==> src/rtl/spi_slave_interface_pkg.sv <==
// spi_defs: shared SPI mode-0 constants, byte width and FSM state encoding
package spi_defs;

  localparam int BYTE_W = 8;
  localparam int BIT_W  = $clog2(BYTE_W);
  localparam logic [BIT_W-1:0] BIT_LAST = BIT_W'(BYTE_W - 1);

  localparam logic SPI_CPOL = 1'b0;
  localparam logic SPI_CPHA = 1'b0;

  typedef enum logic {
    ST_IDLE,
    ST_ACTIVE
  } state_e;

  function automatic logic [BYTE_W-1:0] sat_inc(input logic [BYTE_W-1:0] v);
    return &v ? v : v + 1'b1;
  endfunction

endpackage

==> src/rtl/spi_slave_interface_if.sv <==
// spi_slave_interface_if: SPI pins plus the byte handshake towards the command logic
interface spi_slave_interface_if;

  logic                      SCK_C;
  logic                      CS_S;
  logic                      MOSI_DQ0;
  logic                      MISO_DQ1;
  logic                      miso_oe;
  logic [spi_defs::BYTE_W-1:0] tx_data;
  logic                      tx_valid;
  logic                      tx_load;
  logic [spi_defs::BYTE_W-1:0] rx_data;
  logic                      rx_valid;
  logic [spi_defs::BYTE_W-1:0] byte_count;
  logic                      busy;

  modport slave (
    input  SCK_C, CS_S, MOSI_DQ0, tx_data, tx_valid,
    output MISO_DQ1, miso_oe, tx_load, rx_data, rx_valid, byte_count, busy
  );

  modport master (
    output SCK_C, CS_S, MOSI_DQ0, tx_data, tx_valid,
    input  MISO_DQ1, miso_oe, tx_load, rx_data, rx_valid, byte_count, busy
  );

endinterface

==> src/rtl/spi_slave_interface_sync.sv <==
// spi_input_sync: multi-stage synchroniser with rise/fall detect on the last two synced samples
module spi_input_sync #(
  parameter int STAGES = 2,
  parameter int W      = 1
) (
  input  logic         clk_in,
  input  logic         reset_n,
  input  logic [W-1:0] d_i,
  output logic [W-1:0] q_o,
  output logic [W-1:0] rise_o,
  output logic [W-1:0] fall_o
);

  logic [STAGES-1:0][W-1:0] sync_q;
  logic [W-1:0]             prev_q;

  // Reset low: a CS already low when reset releases must not look like a falling edge.
  always_ff @(posedge clk_in or negedge reset_n)
    if (!reset_n) begin
      sync_q <= '0;
      prev_q <= '0;
    end else begin
      sync_q <= {sync_q[STAGES-2:0], d_i};
      prev_q <= sync_q[STAGES-1];
    end

  assign q_o    = sync_q[STAGES-1];
  assign rise_o = q_o & ~prev_q;
  assign fall_o = ~q_o & prev_q;

endmodule

==> src/rtl/spi_slave_interface.sv <==
// spi_slave_interface: SPI mode-0 responder oversampled in clk_in, byte strobes and byte counter
module spi_slave_interface
  import spi_defs::*;
#(
  parameter int                SYNC_STAGES = 2,
  parameter logic [BYTE_W-1:0] IDLE_TX     = 8'hFF
) (
  input logic                  clk_in,
  input logic                  reset_n,
  spi_slave_interface_if.slave bus
);

  logic [1:0]        ctl_rise, ctl_fall, unused_ctl_lvl;
  logic              mosi, unused_mosi_rise, unused_mosi_fall;
  logic              sck_rise, sck_fall, cs_rise, cs_fall;
  logic [BYTE_W-1:0] load_d, rx_byte_d;

  state_e            state_q;
  logic [BYTE_W-2:0] rx_sh_q;
  logic [BYTE_W-1:0] tx_sh_q, rx_data_q, byte_count_q;
  logic [BIT_W-1:0]  bit_cnt_q;
  logic              byte_done_q, rx_valid_q, tx_load_q, busy_q, miso_oe_q;

  spi_input_sync #(.STAGES(SYNC_STAGES), .W(2)) u_ctl_sync (
    .clk_in (clk_in),
    .reset_n(reset_n),
    .d_i    ({bus.CS_S, bus.SCK_C}),
    .q_o    (unused_ctl_lvl),
    .rise_o (ctl_rise),
    .fall_o (ctl_fall)
  );

  spi_input_sync #(.STAGES(SYNC_STAGES), .W(1)) u_mosi_sync (
    .clk_in (clk_in),
    .reset_n(reset_n),
    .d_i    (bus.MOSI_DQ0),
    .q_o    (mosi),
    .rise_o (unused_mosi_rise),
    .fall_o (unused_mosi_fall)
  );

  assign {cs_rise, sck_rise} = ctl_rise;
  assign {cs_fall, sck_fall} = ctl_fall;
  assign load_d              = bus.tx_valid ? bus.tx_data : IDLE_TX;
  assign rx_byte_d           = {rx_sh_q, mosi};

  // MISO is the top bit of the tx shifter; filling it with ones idles the line high.
  always_ff @(posedge clk_in or negedge reset_n)
    if (!reset_n) begin
      state_q      <= ST_IDLE;
      rx_sh_q      <= '0;
      tx_sh_q      <= '1;
      rx_data_q    <= '0;
      byte_count_q <= '0;
      bit_cnt_q    <= BIT_LAST;
      byte_done_q  <= 1'b0;
      rx_valid_q   <= 1'b0;
      tx_load_q    <= 1'b0;
      busy_q       <= 1'b0;
      miso_oe_q    <= 1'b0;
    end else begin
      rx_valid_q <= 1'b0;
      tx_load_q  <= 1'b0;
      if (state_q == ST_IDLE) begin
        if (cs_fall) begin
          state_q      <= ST_ACTIVE;
          busy_q       <= 1'b1;
          miso_oe_q    <= 1'b1;
          bit_cnt_q    <= BIT_LAST;
          byte_count_q <= '0;
          byte_done_q  <= 1'b0;
          tx_sh_q      <= load_d;
          tx_load_q    <= bus.tx_valid;
        end
      end else if (cs_rise) begin
        state_q     <= ST_IDLE;
        busy_q      <= 1'b0;
        miso_oe_q   <= 1'b0;
        byte_done_q <= 1'b0;
        bit_cnt_q   <= BIT_LAST;
        tx_sh_q     <= '1;
      end else if (sck_rise) begin
        rx_sh_q <= rx_byte_d[BYTE_W-2:0];
        if (bit_cnt_q == '0) begin
          rx_data_q    <= rx_byte_d;
          rx_valid_q   <= 1'b1;
          byte_count_q <= sat_inc(byte_count_q);
          bit_cnt_q    <= BIT_LAST;
          byte_done_q  <= 1'b1;
        end else begin
          bit_cnt_q <= bit_cnt_q - 1'b1;
        end
      end else if (sck_fall) begin
        if (byte_done_q) begin
          tx_sh_q     <= load_d;
          tx_load_q   <= bus.tx_valid;
          byte_done_q <= 1'b0;
        end else begin
          tx_sh_q <= {tx_sh_q[BYTE_W-2:0], 1'b1};
        end
      end
    end

  assign bus.MISO_DQ1   = tx_sh_q[BYTE_W-1];
  assign bus.miso_oe    = miso_oe_q;
  assign bus.tx_load    = tx_load_q;
  assign bus.rx_data    = rx_data_q;
  assign bus.rx_valid   = rx_valid_q;
  assign bus.byte_count = byte_count_q;
  assign bus.busy       = busy_q;

endmodule

==> src/flat_wrapper.sv <==
// flat-port wrapper written by rule: the top's interface ports become plain ports
module spi_slave_interface_flat import spi_defs::*;
#(
  parameter int                SYNC_STAGES = 2,
  parameter logic [BYTE_W-1:0] IDLE_TX     = 8'hFF
)
  (clk_in, reset_n, bus_SCK_C, bus_CS_S, bus_MOSI_DQ0, bus_tx_data, bus_tx_valid, bus_MISO_DQ1, bus_miso_oe, bus_tx_load, bus_rx_data, bus_rx_valid, bus_byte_count, bus_busy);
  spi_slave_interface_if bus_i ();
  input logic clk_in;
  input logic reset_n;
  input wire logic [$bits(bus_i.SCK_C)-1:0] bus_SCK_C;
  input wire logic [$bits(bus_i.CS_S)-1:0] bus_CS_S;
  input wire logic [$bits(bus_i.MOSI_DQ0)-1:0] bus_MOSI_DQ0;
  input wire logic [$bits(bus_i.tx_data)-1:0] bus_tx_data;
  input wire logic [$bits(bus_i.tx_valid)-1:0] bus_tx_valid;
  output wire logic [$bits(bus_i.MISO_DQ1)-1:0] bus_MISO_DQ1;
  output wire logic [$bits(bus_i.miso_oe)-1:0] bus_miso_oe;
  output wire logic [$bits(bus_i.tx_load)-1:0] bus_tx_load;
  output wire logic [$bits(bus_i.rx_data)-1:0] bus_rx_data;
  output wire logic [$bits(bus_i.rx_valid)-1:0] bus_rx_valid;
  output wire logic [$bits(bus_i.byte_count)-1:0] bus_byte_count;
  output wire logic [$bits(bus_i.busy)-1:0] bus_busy;
  assign bus_i.SCK_C = bus_SCK_C;
  assign bus_i.CS_S = bus_CS_S;
  assign bus_i.MOSI_DQ0 = bus_MOSI_DQ0;
  assign bus_i.tx_data = bus_tx_data;
  assign bus_i.tx_valid = bus_tx_valid;
  assign bus_MISO_DQ1 = bus_i.MISO_DQ1;
  assign bus_miso_oe = bus_i.miso_oe;
  assign bus_tx_load = bus_i.tx_load;
  assign bus_rx_data = bus_i.rx_data;
  assign bus_rx_valid = bus_i.rx_valid;
  assign bus_byte_count = bus_i.byte_count;
  assign bus_busy = bus_i.busy;
  spi_slave_interface #(.SYNC_STAGES(SYNC_STAGES), .IDLE_TX(IDLE_TX)) u_core (.clk_in(clk_in), .reset_n(reset_n), .bus(bus_i));
endmodule
==> config.mk <==
export PLATFORM = sky130hd
export DESIGN_NAME = spi_slave_interface_flat
export DESIGN_NICKNAME = d
export VERILOG_FILES = /design/src/rtl/spi_slave_interface_pkg.sv /design/src/rtl/spi_slave_interface_if.sv /design/src/rtl/spi_slave_interface_sync.sv /design/src/rtl/spi_slave_interface.sv /design/src/flat_wrapper.sv
export SDC_FILE = /design/constraint.sdc
export NUM_CORES = 1
export LEC_CHECK = 0
export BUFFER_PORTS_ARGS = -buffer_cell sky130_fd_sc_hd__buf_4
export CORE_MARGIN = 8
export CORE_UTILIZATION = 59
export CTS_CLUSTER_SIZE = 8
export DETAILED_ROUTE_END_ITERATION = 8
export PLACE_DENSITY = 0.84
export SKIP_CTS_REPAIR_TIMING = 1
export SYNTH_ARGS = -nofsm -noshare
export SYNTH_HDL_FRONTEND = slang
export SYNTH_SLANG_ARGS = --single-unit
==> constraint.sdc <==
create_clock -name clk_in -period 2.85 [get_ports clk_in]
set_input_delay 0.57 -clock clk_in [delete_from_list [all_inputs] [get_ports clk_in]]
set_output_delay 0.57 -clock clk_in [all_outputs]
set_load 0.05 [all_outputs]
==> out/qor.txt <==
GRT Overall Usage -> 16.9%
Combinational power share -> 21.4%
CTS Sinks -> 47
Die H -> 75.6 microns
Clock share of power -> 21.7%
Net load switching power -> 510 uW
Fmax -> 494 MHz
EDFF count, synth -> 0
Synth unique cells -> 46
First drt pass iteration count -> 4
Global route overflow -> 0
Worst hold-check path type -> in -> async
DP HPWL -> 3260 microns
Iteration-0 DRC Markers -> 116
CP delay by family, top -> simple AND/OR/NAND/NOR gates
PD cells -> 640 nW/um^2
Largest net degree at the start of global routing -> 48
Number of global-route vias before repair -> 1,618
Io pins -> 35
Crit-path max FO -> 13
CP Capture Type -> flip-flop
CP startpoint -> u_core.bit_cnt_q[0]$_DFFE_PN1P_
Port bufs -> 34
# setup viols final -> 0
Worst r2r src -> u_core.bit_cnt_q[0]$_DFFE_PN1P_
R2r setup slk -> 0.82 ns
Crit path DAT -> 2.32 ns
Worst clock skew -> 0.00816 ns
Initial core utilization -> 62.3%
Worst vdd ir -> 0.000491 V
Clock root buffer -> clkbuf_4
P_leak -> 1.23 nW
Mapped Area -> 2100 sq um
Syn. warnings -> 0
Synth area leader -> dfrtp_1
Antenna violations before repair -> 0
Layout cells sized above 1 -> 31.3%
Fin crit share -> 71.1%
Routability Congestion -> 0.836
Final wirelength -> 4350 microns
Post-synthesis sequential area ratio -> 56.8%
Synth Net Count -> 207
CP Buf/Inv Count -> 3
Leading cell types by total area after synthesis -> dfrtp_1 43%, dfstp_2 14%, nand2_1 5.4%
TritonCTS clock tree -> yes
N_diodes -> 0
Main synth FF type -> dfrtp_1
Worst-path clk slew -> 0.15 ns
Status -> complete, no violations
Max-cap viol count -> 0
FF-to-FF End -> u_core.bus.byte_count[2]$_DFFE_PN0P_
Total CTS buffers -> 5
First-pass GRT wire length -> 7300 microns
Die W -> 75.6 microns
Synth-to-layout area growth -> 16.8%
# H-tree levels -> 2
Slowest cell on crit path -> dfstp_2
Fin. max-slew vios -> 0
Minimum clock period -> 2.03 ns
RSZ-0062 raised after global routing -> false
Max stage delay on crit path -> 0.56 ns
Slew margin rel. -> 49.6%
Drt via density -> 5.85
Crit Path Category -> reg -> reg
Net Sw Frac -> 32.5%
Post-layout instance count excluding filler cells -> 273
Final hold vios -> 0
Avg Cell Area, Syn -> 11.0 sq um
Total vias in the final route -> 1,598
Post-route ant nets -> 0
Stages on worst setup path -> 8
Pint -> 1.06 mW
Core footprint -> 3360 sq um
Residual DRC -> 0
CP required -> 3.15 ns
Avg WL per Cell -> 15.9 microns
Flop pwr share -> 57.0%
Most common cell on crit path -> inv_1
Mapped Cells -> 190
Crit path cell chain -> inv_1 > ha_1 > and4bb_1 > nand3_1 > buf_4 > inv_1 > and4b_1 > nor3_1
Worst setup SP type -> flip-flop
Synth top area share -> 43.0%
#FFs+latches synth -> 47
Nets -> 243
Post-synthesis async set-or-reset flop share -> 100%
Die area -> 5720 sq um
Setup_tns -> 0 ns
Critical path endpoint -> u_core.bus.byte_count[2]$_DFFE_PN0P_
Placed insts -> 265
Rows -> 21
Worst Reg2Reg Path Length in Cells -> 8
Clk buf depth -> 2
Clk Latency, worst-skew pair -> 0.37 ns
Worst-margin pin slew -> 0.755 ns
==> sequential cells by signal (all words and copies together) (netlist names) <==
name and cells:
u_core.u_ctl_sync.sync_q 2, u_core.u_mosi_sync.q_o 1, u_core.u_ctl_sync.q_o 2, u_core.state_q 1, u_core.tx_sh_q 8, u_core.u_mosi_sync.sync_q 1
u_core.u_ctl_sync.prev_q 2, u_core.bus.rx_data 8, u_core.bus.byte_count 8, u_core.bit_cnt_q 3, u_core.rx_sh_q 7, u_core.bus.rx_valid 1
u_core.byte_done_q 1, u_core.bus.tx_load 1, u_core.bus.busy 1
==> power by group through the flow <==
stage | logic, mW | clock network [mW] | registers (mW)
2_1_floorplan | 0.197 | 0 | 0.927
3_3_place_gp | 0.319 | 0 | 0.889
3_5_place_dp | 0.338 | 0 | 0.900
4_1_cts | 0.338 | 0.346 | 0.889
5_1_grt | 0.366 | 0.371 | 0.903
6_report | 0.335 | 0.340 | 0.892
==> metrics by stage <==
step	hold WS [ns]	instance area, sq um	total power, mW	setup WS [ns]	utilization [%]
4_1_cts	0.169	2450	1.57	0.814	72.8
3_3_place_gp	0.332	2380	1.21	0.930	70.8
2_1_floorplan	0.274	2100	1.12	1.02	-
5_1_grt	0.196	2450	1.64	0.685	72.8
3_5_place_dp	0.335	2380	1.24	0.846	70.8
6_report	0.154	2450	1.57	0.824	72.8
==> worst min path at each step <==
stage	cells past startpoint	to	startpoint
final	1	u_core.bus.rx_data[7]$_DFFE_PN0P_	reset_n
after global placement	0	u_core.u_ctl_sync.q_o[0]$_DFF_PN0_	u_core.u_ctl_sync.sync_q[0]$_DFF_PN0_
after global routing	1	u_core.bus.byte_count[4]$_DFFE_PN0P_	reset_n
after detailed placement	0	u_core.u_ctl_sync.q_o[0]$_DFF_PN0_	u_core.u_ctl_sync.sync_q[0]$_DFF_PN0_
after floorplan	0	u_core.bus.busy$_DFFE_PN0P_	reset_n
after CTS	1	u_core.bus.rx_data[1]$_DFFE_PN0P_	reset_n
==> Yosys cell counts (2+ instances only) <==
cell,instances
nand2_2,2
o21ai_0,4
nor3_1,5
buf_2,2
dfrtp_1,36
inv_1,13
and3_1,3
nand2b_1,2
mux2_2,9
or4_1,2
a31oi_1,3
a21o_1,2
nand3_1,7
nand2_1,30
a41oi_1,2
mux2i_1,7
ha_1,3
o22ai_1,7
nor2b_1,2
buf_4,2
dfstp_2,11
a21oi_1,8
nor2_1,4
nand4_1,2
==> cells by family after synthesis <==
| family | synth area share, % |
|---|---|
| simple gates | 17.1 |
| flops | 56.8 |
| compound gates | 12.1 |
| buf+inv | 4.12 |
| mux | 8.18 |
| fa+ha+maj | 1.79 |
==> cell type report <==
cell class / count / area [sq um]
multi-input cells: 123 / 820
fillers: 252 / 916
well taps: 46 / 57.6
clock inverters: 3 / 27.5
clock buffers: 5 / 37.5
inverters: 14 / 52.6
repair buffers: 35 / 263
flip-flops and latches: 47 / 1190
==> cells in the final DEF, fill, tap and decap left out, drive strengths merged, types with 2 or more instances in the layout <==
| cell type | Yosys | layout |
|---|---|---|
| o21ai | 4 | 4 |
| nand3 | 7 | 7 |
| nor2 | 5 | 5 |
| ha | 3 | 3 |
| nand2b | 2 | 2 |
| a21oi | 8 | 8 |
| mux2i | 7 | 7 |
| nand4 | 2 | 2 |
| and3 | 3 | 3 |
| a31oi | 3 | 3 |
| nand2 | 32 | 32 |
| a41oi | 2 | 2 |
| a21o | 2 | 2 |
| or4 | 2 | 2 |
| o22ai | 7 | 7 |
| o31ai | 2 | 2 |
| mux2 | 9 | 9 |
| clkbuf | 2 | 5 |
| dfrtp | 36 | 36 |
| nor3 | 5 | 5 |
| buf | 4 | 35 |
| inv | 14 | 16 |
| nor2b | 2 | 2 |
| dfstp | 11 | 11 |
==> routing by layer <==
metal  share of wire, %  up-vias  wire, microns  GRT usage [%]
li1                   -      750              -              -
met1                 41      794           1800           18.3
met2                 52       48           2260           30.2
met3                5.3        6            232           5.53
met4                1.3        0             58           5.76
met5                  0        -              0              0
Power figures use the tool's default switching activity.
